$ cat config.mk
export PLATFORM = sky130hd
export DESIGN_NAME = rpu_ibd_pkt_tracker
export DESIGN_NICKNAME = d
export VERILOG_FILES = /design/src/rtl/nou_pkg.sv /design/src/rtl/rpu_ibd_flit_cnt.sv /design/src/rtl/rpu_ibd_pkt_tracker.sv
export SDC_FILE = /design/constraint.sdc
export NUM_CORES = 1
export LEC_CHECK = 0
export BUFFER_PORTS_ARGS = -buffer_cell sky130_fd_sc_hd__clkbuf_2
export CORE_ASPECT_RATIO = 0.75
export CORE_MARGIN = 5
export CORE_UTILIZATION = 54
export CTS_CLUSTER_SIZE = 28
export DETAILED_ROUTE_END_ITERATION = 12
export PLACE_DENSITY = 0.79
export SYNTH_ARGS = -nofsm -noshare
export SYNTH_HDL_FRONTEND = slang
export SYNTH_HIERARCHICAL = 1
export SYNTH_SLANG_ARGS = --single-unit
$ cat constraint.sdc
create_clock -name clk -period 4.2 [get_ports clk]
set_clock_uncertainty 0.15 [all_clocks]
set_input_delay 0.42 -clock clk [delete_from_list [all_inputs] [get_ports clk]]
set_output_delay 0.42 -clock clk [all_outputs]
set_load 0.02 [all_outputs]
$ cat src/rtl/nou_pkg.sv
// Shared NoU definitions: field widths, flit type codes, tracker state and packet descriptor.
package nou_pkg;

  localparam int NOU_TYPE_WIDTH          = 2;
  localparam int NOU_TID_WIDTH           = 8;
  localparam int NOU_TILE_ID_WIDTH       = 4;
  localparam int NOU_PKT_ID_WIDTH        = 16;
  localparam int NOU_PKT_HEADER_SZ_WIDTH = 4;
  localparam int NOU_PKT_DATA_SZ_WIDTH   = 12;
  localparam int NOU_FLIT_SZ_WIDTH       = 8;

  // Codes mirror nou_define.h; the unused code 3 is handled as a body flit.
  localparam logic [NOU_TYPE_WIDTH-1:0] HEAD_FLIT_TYPE = 2'd0;
  localparam logic [NOU_TYPE_WIDTH-1:0] BODY_FLIT_TYPE = 2'd1;
  localparam logic [NOU_TYPE_WIDTH-1:0] TAIL_FLIT_TYPE = 2'd2;

  typedef enum logic [0:0] {
    TRK_IDLE = 1'b0,
    TRK_RECV = 1'b1
  } trk_state_e;

  typedef struct packed {
    logic [NOU_TID_WIDTH-1:0]           tid;
    logic [NOU_TILE_ID_WIDTH-1:0]       local_tile;
    logic [NOU_TILE_ID_WIDTH-1:0]       dst_tile;
    logic [NOU_PKT_ID_WIDTH-1:0]        pkt_id;
    logic [NOU_PKT_HEADER_SZ_WIDTH-1:0] hdr_size;
    logic [NOU_PKT_DATA_SZ_WIDTH-1:0]   data_size;
    logic [NOU_FLIT_SZ_WIDTH-1:0]       flit_num;
  } pkt_desc_t;

  function automatic logic is_single_flit(input logic [NOU_FLIT_SZ_WIDTH-1:0] flit_num);
    return flit_num <= NOU_FLIT_SZ_WIDTH'(1);
  endfunction

endpackage

$ cat src/rtl/rpu_ibd_flit_cnt.sv
// Saturating received-flit counter with load-to-one, plus compares against the expected flit count.
module rpu_ibd_flit_cnt
  import nou_pkg::*;
#(
  parameter int CNT_W = NOU_FLIT_SZ_WIDTH
) (
  input  logic                         clk,
  input  logic                         rst,
  input  logic                         clr,
  input  logic                         load_one,
  input  logic                         inc,
  input  logic [NOU_FLIT_SZ_WIDTH-1:0] cmp_num,
  output logic [CNT_W-1:0]             cnt,
  output logic                         inc_eq,
  output logic                         fin_eq
);

  localparam int CMP_W = (CNT_W + 1 > NOU_FLIT_SZ_WIDTH) ? CNT_W + 1 : NOU_FLIT_SZ_WIDTH;

  function automatic logic [CNT_W-1:0] sat_inc(input logic [CNT_W-1:0] v);
    return (&v) ? v : v + CNT_W'(1);
  endfunction

  logic [CNT_W-1:0] cnt_inc;

  assign cnt_inc = sat_inc(cnt);
  assign inc_eq  = (CMP_W'(cnt_inc) == CMP_W'(cmp_num));
  // The tail compare uses the unsaturated sum so a pinned counter still reads as too long.
  assign fin_eq  = ((CMP_W'(cnt) + CMP_W'(1)) == CMP_W'(cmp_num));

  always_ff @(posedge clk or posedge rst) begin
    if (rst) begin
      cnt <= '0;
    end else if (clr) begin
      cnt <= '0;
    end else if (load_one) begin
      cnt <= CNT_W'(1);
    end else if (inc) begin
      cnt <= cnt_inc;
    end
  end

endmodule

$ cat src/rtl/rpu_ibd_pkt_tracker.sv
// Inbound packet tracker: latches the head, counts accepted flits and reports completion/errors.
module rpu_ibd_pkt_tracker
  import nou_pkg::*;
#(
  parameter int CNT_W = NOU_FLIT_SZ_WIDTH
) (
  input  logic                               clk,
  input  logic                               rst,
  input  logic                               ib_vld,
  input  logic                               id_ready,
  input  logic [NOU_TYPE_WIDTH-1:0]          ib_type,
  input  logic                               lreg_vld,
  input  logic [NOU_TID_WIDTH-1:0]           trans_id,
  input  logic [NOU_TILE_ID_WIDTH-1:0]       local_tile_id,
  input  logic [NOU_TILE_ID_WIDTH-1:0]       dst_tile_id,
  input  logic [NOU_PKT_ID_WIDTH-1:0]        pkt_id,
  input  logic [NOU_PKT_HEADER_SZ_WIDTH-1:0] pkt_header_size,
  input  logic [NOU_PKT_DATA_SZ_WIDTH-1:0]   pkt_data_size,
  input  logic [NOU_FLIT_SZ_WIDTH-1:0]       pkt_flit_num,
  input  logic [NOU_TILE_ID_WIDTH-1:0]       cfg_tile_id,
  output logic                               busy,
  output logic [CNT_W-1:0]                   rx_flit_cnt,
  output logic                               pkt_done,
  output logic [NOU_TID_WIDTH-1:0]           pkt_desc_trans_id,
  output logic [NOU_TILE_ID_WIDTH-1:0]       pkt_desc_local_tile_id,
  output logic [NOU_TILE_ID_WIDTH-1:0]       pkt_desc_dst_tile_id,
  output logic [NOU_PKT_ID_WIDTH-1:0]        pkt_desc_pkt_id,
  output logic [NOU_PKT_HEADER_SZ_WIDTH-1:0] pkt_desc_header_size,
  output logic [NOU_PKT_DATA_SZ_WIDTH-1:0]   pkt_desc_data_size,
  output logic [NOU_FLIT_SZ_WIDTH-1:0]       pkt_desc_flit_num,
  output logic                               err_len,
  output logic                               err_dst,
  output logic                               err_orphan,
  output logic                               err_abort
);

  trk_state_e state_q;
  pkt_desc_t  desc_q;
  pkt_desc_t  shadow_q;
  pkt_desc_t  head_d;
  pkt_desc_t  act_desc;
  logic       shadow_vld_q;
  logic       len_over_q;
  logic       dst_err_q;
  logic       pend_single_q;
  logic       pend_len_err_q;

  logic acc, head_evt, flit_evt, tail_evt, body_evt, in_recv;
  logic new_dst_err, new_single, new_len_err;
  logic comp_tail, comp_abort, comp_old, old_len_err;
  logic inc_eq, fin_eq;

  assign acc      = ib_vld & id_ready;
  assign head_evt = lreg_vld;
  assign flit_evt = acc & ~lreg_vld & (ib_type != HEAD_FLIT_TYPE);
  assign tail_evt = flit_evt & (ib_type == TAIL_FLIT_TYPE);
  assign body_evt = flit_evt & (ib_type != TAIL_FLIT_TYPE);
  assign in_recv  = (state_q == TRK_RECV);

  assign head_d = '{tid:        trans_id,
                    local_tile: local_tile_id,
                    dst_tile:   dst_tile_id,
                    pkt_id:     pkt_id,
                    hdr_size:   pkt_header_size,
                    data_size:  pkt_data_size,
                    flit_num:   pkt_flit_num};

  // The packet being tracked lives in the shadow for one cycle after an abort.
  assign act_desc    = shadow_vld_q ? shadow_q : desc_q;
  assign new_dst_err = (dst_tile_id != cfg_tile_id);
  assign new_single  = is_single_flit(pkt_flit_num);
  assign new_len_err = (pkt_flit_num == '0);

  assign comp_tail   = in_recv & tail_evt;
  assign comp_abort  = in_recv & head_evt;
  assign comp_old    = comp_tail | comp_abort | pend_single_q;
  assign old_len_err = comp_abort ? 1'b1 :
                       comp_tail  ? (~fin_eq | len_over_q) : pend_len_err_q;

  rpu_ibd_flit_cnt #(
    .CNT_W(CNT_W)
  ) u_flit_cnt (
    .clk      (clk),
    .rst      (rst),
    .clr      (1'b0),
    .load_one (head_evt),
    .inc      (in_recv & flit_evt),
    .cmp_num  (act_desc.flit_num),
    .cnt      (rx_flit_cnt),
    .inc_eq   (inc_eq),
    .fin_eq   (fin_eq)
  );

  always_ff @(posedge clk or posedge rst) begin
    if (rst) begin
      state_q        <= TRK_IDLE;
      desc_q         <= '0;
      shadow_q       <= '0;
      shadow_vld_q   <= 1'b0;
      len_over_q     <= 1'b0;
      dst_err_q      <= 1'b0;
      pend_single_q  <= 1'b0;
      pend_len_err_q <= 1'b0;
      pkt_done       <= 1'b0;
      err_len        <= 1'b0;
      err_dst        <= 1'b0;
      err_orphan     <= 1'b0;
      err_abort      <= 1'b0;
    end else begin
      pkt_done       <= 1'b0;
      err_len        <= 1'b0;
      err_dst        <= 1'b0;
      err_orphan     <= 1'b0;
      err_abort      <= 1'b0;
      pend_single_q  <= 1'b0;
      pend_len_err_q <= 1'b0;
      if (shadow_vld_q) begin
        desc_q       <= shadow_q;
        shadow_vld_q <= 1'b0;
      end
      if (comp_old) begin
        pkt_done <= 1'b1;
        err_len  <= old_len_err;
        err_dst  <= dst_err_q;
      end
      if (head_evt) begin
        dst_err_q  <= new_dst_err;
        len_over_q <= 1'b0;
        err_abort  <= in_recv;
        // When an older packet completes on this edge, the descriptor must show it, so park the new head.
        if (comp_old) begin
          shadow_q     <= head_d;
          shadow_vld_q <= 1'b1;
        end else begin
          desc_q <= head_d;
        end
        if (new_single) begin
          state_q <= TRK_IDLE;
          if (comp_old) begin
            pend_single_q  <= 1'b1;
            pend_len_err_q <= new_len_err;
          end else begin
            pkt_done <= 1'b1;
            err_len  <= new_len_err;
            err_dst  <= new_dst_err;
          end
        end else begin
          state_q <= TRK_RECV;
        end
      end else if (in_recv && body_evt) begin
        if (inc_eq) len_over_q <= 1'b1;
      end else if (in_recv && tail_evt) begin
        state_q <= TRK_IDLE;
      end else if (!in_recv && flit_evt) begin
        err_orphan <= 1'b1;
      end
    end
  end

  assign busy                   = (state_q == TRK_RECV);
  assign pkt_desc_trans_id      = desc_q.tid;
  assign pkt_desc_local_tile_id = desc_q.local_tile;
  assign pkt_desc_dst_tile_id   = desc_q.dst_tile;
  assign pkt_desc_pkt_id        = desc_q.pkt_id;
  assign pkt_desc_header_size   = desc_q.hdr_size;
  assign pkt_desc_data_size     = desc_q.data_size;
  assign pkt_desc_flit_num      = desc_q.flit_num;

endmodule

# --- After elaboration in Yosys (flattened, before gate mapping) ---
# Index checks and enable logic that the tools add are counted.
totals:
  regBits: 131
  in_bits: 67
  out_inout_bits: 70
  elab_cells: 100
op_classes:
  addsub: 2
  order_cmp: 1
  eq_ne: 6
  mux: 38
  bitwise: 13
  n_reduce_logical: 14
ops:
  columns: ["operator", "count"]
  rows:
  - ["$mux 56", 3]
  - ["$mux 1", 32]
  - ["$mux 8", 3]
  - ["$reduce_bool 2->1", 5]
  - ["$add 8x1->9 const B", 1]
  - ["$eq 9x8->1", 1]
  - ["$add 8x1->8 const B", 1]
  - ["$and 1x1->1", 8]
  - ["$eq 8x8->1", 1]
  - ["$le 8x1->1 const B", 1]
  - ["$logic_not 8->1", 1]
  - ["$reduce_and 8->1", 1]
  - ["$reduce_and 2->1", 3]
  - ["$ne 2x2->1 const B", 2]
  - ["$ne 4x4->1", 1]
  - ["$logic_and 1x1->1", 3]
  - ["$or 1x1->1", 3]
  - ["$eq 2x2->1 const B", 1]
  - ["$not 1->1", 2]
  - ["$logic_not 1->1", 1]

# --- Depth between registers and ports, before layout ---
logic_depth:
  word_depth: 11
  ltp_mapped: 10
  depth_no_buf: 9

# --- Hierarchy ---
# The synthesis kept the hierarchy.
modules_own_cells:
  columns: ["mod", "instances", "cells_per_inst", "area_per_inst_um2", "seq_area_each_um2"]
  rows:
  - ["rpu_ibd_pkt_tracker", 1, 420, 5230.0, 3078.0]
  - ["rpu_ibd_flit_cnt", 1, 83, 693.2, 200.2]

# --- Worst setup path before layout ---
# No wires, ideal clock.
synth_path:
  path_type: "register -> register"
  start: "register shadow_vld_q"
  end: "register err_len"
  setup_time_ps: 133
  arrival_time_ps: 2488
  required_ps: 3917
  slack_ps: 1429
  path_stages_with_launch: 11
  path_buffers: 1
  synth_period_minus_slack_ps: 2771
  cell_sequence: "dfrtp_1 > buf_2 > mux2_2 > nand2b_1 > o211a_1 > o32a_1 > or4b_4 > nor2_1 > nor2b_1 > mux2i_1 > a2bb2oi_1"
synth_lines:
  columns: ["element", "line", "rtl"]
  rows:
  - ["start, declared", "rpu_ibd_pkt_tracker.sv:42", "logic shadow_vld_q;"]
  - ["start signal, assigned", "rpu_ibd_pkt_tracker.sv:99", "shadow_vld_q <= 1'b0;"]
  - ["start signal, assigned", "rpu_ibd_pkt_tracker.sv:119", "shadow_vld_q <= 1'b0;"]
  - ["start signal, assigned", "rpu_ibd_pkt_tracker.sv:133", "shadow_vld_q <= 1'b1;"]
  - ["end signal, assigned", "rpu_ibd_pkt_tracker.sv:123", "err_len <= old_len_err;"]
  - ["end signal, assigned", "rpu_ibd_pkt_tracker.sv:144", "err_len <= new_len_err;"]
  - ["end, declared", "rpu_ibd_pkt_tracker.sv:31", "output logic err_len,"]

==> impl_metrics.toml <==
[timing]
worstMarginPinSlew_ns = 0.993
hold_slack_ns = 0.0894
min_period_over_period = 0.733
slew_viol_final = 0
setup_viol_count_final = 0
setup_tns_ns = 0
rsz0062_at_grt = "no"
max_freq_mhz = 325
fin_crit_ns = 3.08
relSlewSlack = 0.338
finalHoldViolCount = 0

[clocking]
clk_latency_ns = 0.40
ctsRootBufferMaster = "clkbuf_16"
cts_buffers = 17
cts_tree = "yes"
path_clk_slew_ns = 0.06
post_cts_buffers = 0
postCtsResizedCells = 0
htreeDepth = 4
numClockSinks = 131
hold_buffers = 1
cts_max_path_buffers = 2

[logic_synthesis]
synth-seq-cells = 131
synth-main-ff-cell = "dfrtp_1"
synth_edf_count = 0
netlist_area_um2 = 5920
async_flop_share = 1.00
ys_seq_area_frac = 0.553
syn_area_per_cell_um2 = 11.8
ys_warn_count = 6
synthDistinctLibCells = 49
synthCells = 503

[layout]
area_growth_pct = 23.1
final_common_cell = "clkbuf_2"
post-route-cell-area_um2 = 7290
antenna_cells = 0
fin_nets = 708
layout_common_cells = "clkbuf_2, dfrtp_1, mux2_2, nand2_1, mux2i_1"
drive_gt1_frac = 0.381
finalNonFillerCells = 793
nFillCells = 813

[worst_setup_path]
r2r_start = "shadow_vld_q$_DFF_PP0_"
crit_end = "err_len$_DFF_PP0_"
crit_fanout = 12
critPathMaxStageDelay_ns = 0.58
r2r_setup_slack_ns = 1.12
crit_chain = "buf_4 -> mux2_2 -> xor2_1 -> o32a_1 -> or4b_4 -> nor2_1 -> nor2b_1 -> mux2i_1 -> a2bb2oi_1"
arrival_ns = 3.20
worst_ep_required_time_ns = 4.32
end_kind = "register"
crit_path_start = "shadow_vld_q$_DFF_PP0_"
rr_endpoint = "err_len$_DFF_PP0_"
critical-path-slowest-cell = "dfrtp_2"
rr_worst_depth = 9
critPathKind = "reg2reg"
worstSetupStartpointType = "register"

[min_path]
hp-class = "in2reg"
whs_path_depth = 3

[global_route]
grt_max_degree = 105
antenna_found_initial = 0
grt.overflow.total = 0
grt_pass1_vias = 4489
grt_use_total = 0.215
grt_pass1_wl_um = 22400

[routing]
vias = 4291
via_per_inst = 5.41
drtAntennaViolNets = 0
routed_wl_um = 13600
wl_per_cell_um = 17.2
detail_route.first_pass.iterations = 4
drc = 0
drt_iter0_markers = 185

[outcome]
status = "complete, no violations"

[pwr]
leakage_nw = 3.44
irDropWorstVdd_uv = 476
power_per_cell_area_nw_per_um2 = 506
power_mw = 3.69

[die]
start_util = 0.548
row_count = 33
dieArea_um2 = 13200
io_pins = 137
dieWidth_um = 131
die_h_um = 101
core-area_um2 = 10800

[placement]
place_area_um2 = 6680
routabilityCongestion = 0.815
portBuffers = 136
place_hpwl_um = 9400
dp.cells = 760

[run]
drv_cap = 0
report_power, final:
group	switching, mW	total [mW]	internal [mW]
combinational	0.389	0.654	0.264
clock	0.517	1.50	0.978
sequential	0.104	1.54	1.44
total	1.01	3.69	2.68
state kept, by name (all words and copies together), names as in the netlist, 4 cells and up:
name and flops:
shadow_q 56, pkt_desc_pkt_id 16, pkt_desc_data_size 12, pkt_desc_flit_num 8, pkt_desc_trans_id 8, u_flit_cnt/cnt 8
pkt_desc_dst_tile_id 4, pkt_desc_header_size 4, pkt_desc_local_tile_id 4
final cells by class:
cell class,count,area (um^2),share of cell area
clock buffers,23,478,0.0655
clock inverters,9,128,0.0175
inverters,5,21.3,0.00292
multi-input cells,343,2480,0.340
flip-flops and latches,131,3280,0.450
well taps,140,175,0.0240
repair buffers,142,728,0.0999
worst max-delay path, delay by kind of cell, from the launching register on:
| family | cells | cell delay [ns] |
|---|---|---|
| AOI/OAI and AO/OA | 2 | 0.48 |
| DFF | 1 | 0.58 |
| xor gates and xnor gates | 1 | 0.16 |
| and+or+nand+nor | 3 | 0.79 |
| muxes | 2 | 0.47 |
| buffers and inverters | 1 | 0.31 |
synth_stat cells (2+ instances only):
library cell  instances  area, um^2
nor2b_1               4        25.0
nor4_1                3        18.8
buf_6                 4        45.0
buf_4                 3        22.5
mux2i_1              53         531
nand3_1               7        35.0
dfrtp_1             131        3280
and4_1                2        17.5
nor2_1               35         131
buf_2                16        80.1
and3_1                2        12.5
a31oi_1               3        18.8
xnor2_1               4        35.0
inv_1                 5        18.8
xor2_1                9        78.8
nor3_1                3        15.0
clkbuf_1              5        18.8
nand2_1              60         225
o21ai_0              51         255
mux2_2               64         721
a21oi_1               9        45.0
nand2b_1              3        18.8
cells by family (layout without fill, tap and decap cells):
kind of cell	Yosys count	after routing	synth area share
muxes	118	118	0.214
DFF	131	131	0.553
buffers and inverters	33	179	0.0313
and+or+nand+nor	131	131	0.108
xor gates and xnor gates	13	13	0.0192
adders and majority gates	1	1	0.00211
other	1	5	0.000633
AOI/OAI and AO/OA	75	75	0.0716
stage by stage:
step / util / setup slack [ns]
3_5_place_dp: 0.617 / 1.13
5_1_grt: 0.674 / 0.931
6_report: 0.674 / 1.12
4_1_cts: 0.674 / 1.12
3_3_place_gp: 0.617 / 1.18
2_1_floorplan: - / 0.359
routing by layer:
layer / vias to the layer above / track usage / share of wire
li1: 2021 / - / -
met1: 2129 / 0.296 / 0.45
met2: 130 / 0.343 / 0.48
met3: 11 / 0.0503 / 0.066
met4: 0 / 0.0656 / 0.0090
met5: - / 0 / 0
worst min-delay path by stage:
stage	startpoint	end
floorplan	rst	u_flit_cnt/cnt[0]$_DFFE_PP0P_
global placement	rst	u_flit_cnt/cnt[7]$_DFFE_PP0P_
detailed placement	rst	u_flit_cnt/cnt[6]$_DFFE_PP0P_
CTS	pkt_id[4]	pkt_desc_pkt_id[4]$_DFF_PP0_
global route	pkt_id[6]	pkt_desc_pkt_id[6]$_DFF_PP0_
finish	trans_id[7]	pkt_desc_trans_id[7]$_DFF_PP0_
No activity file was read; power rests on OpenSTA's default activity.
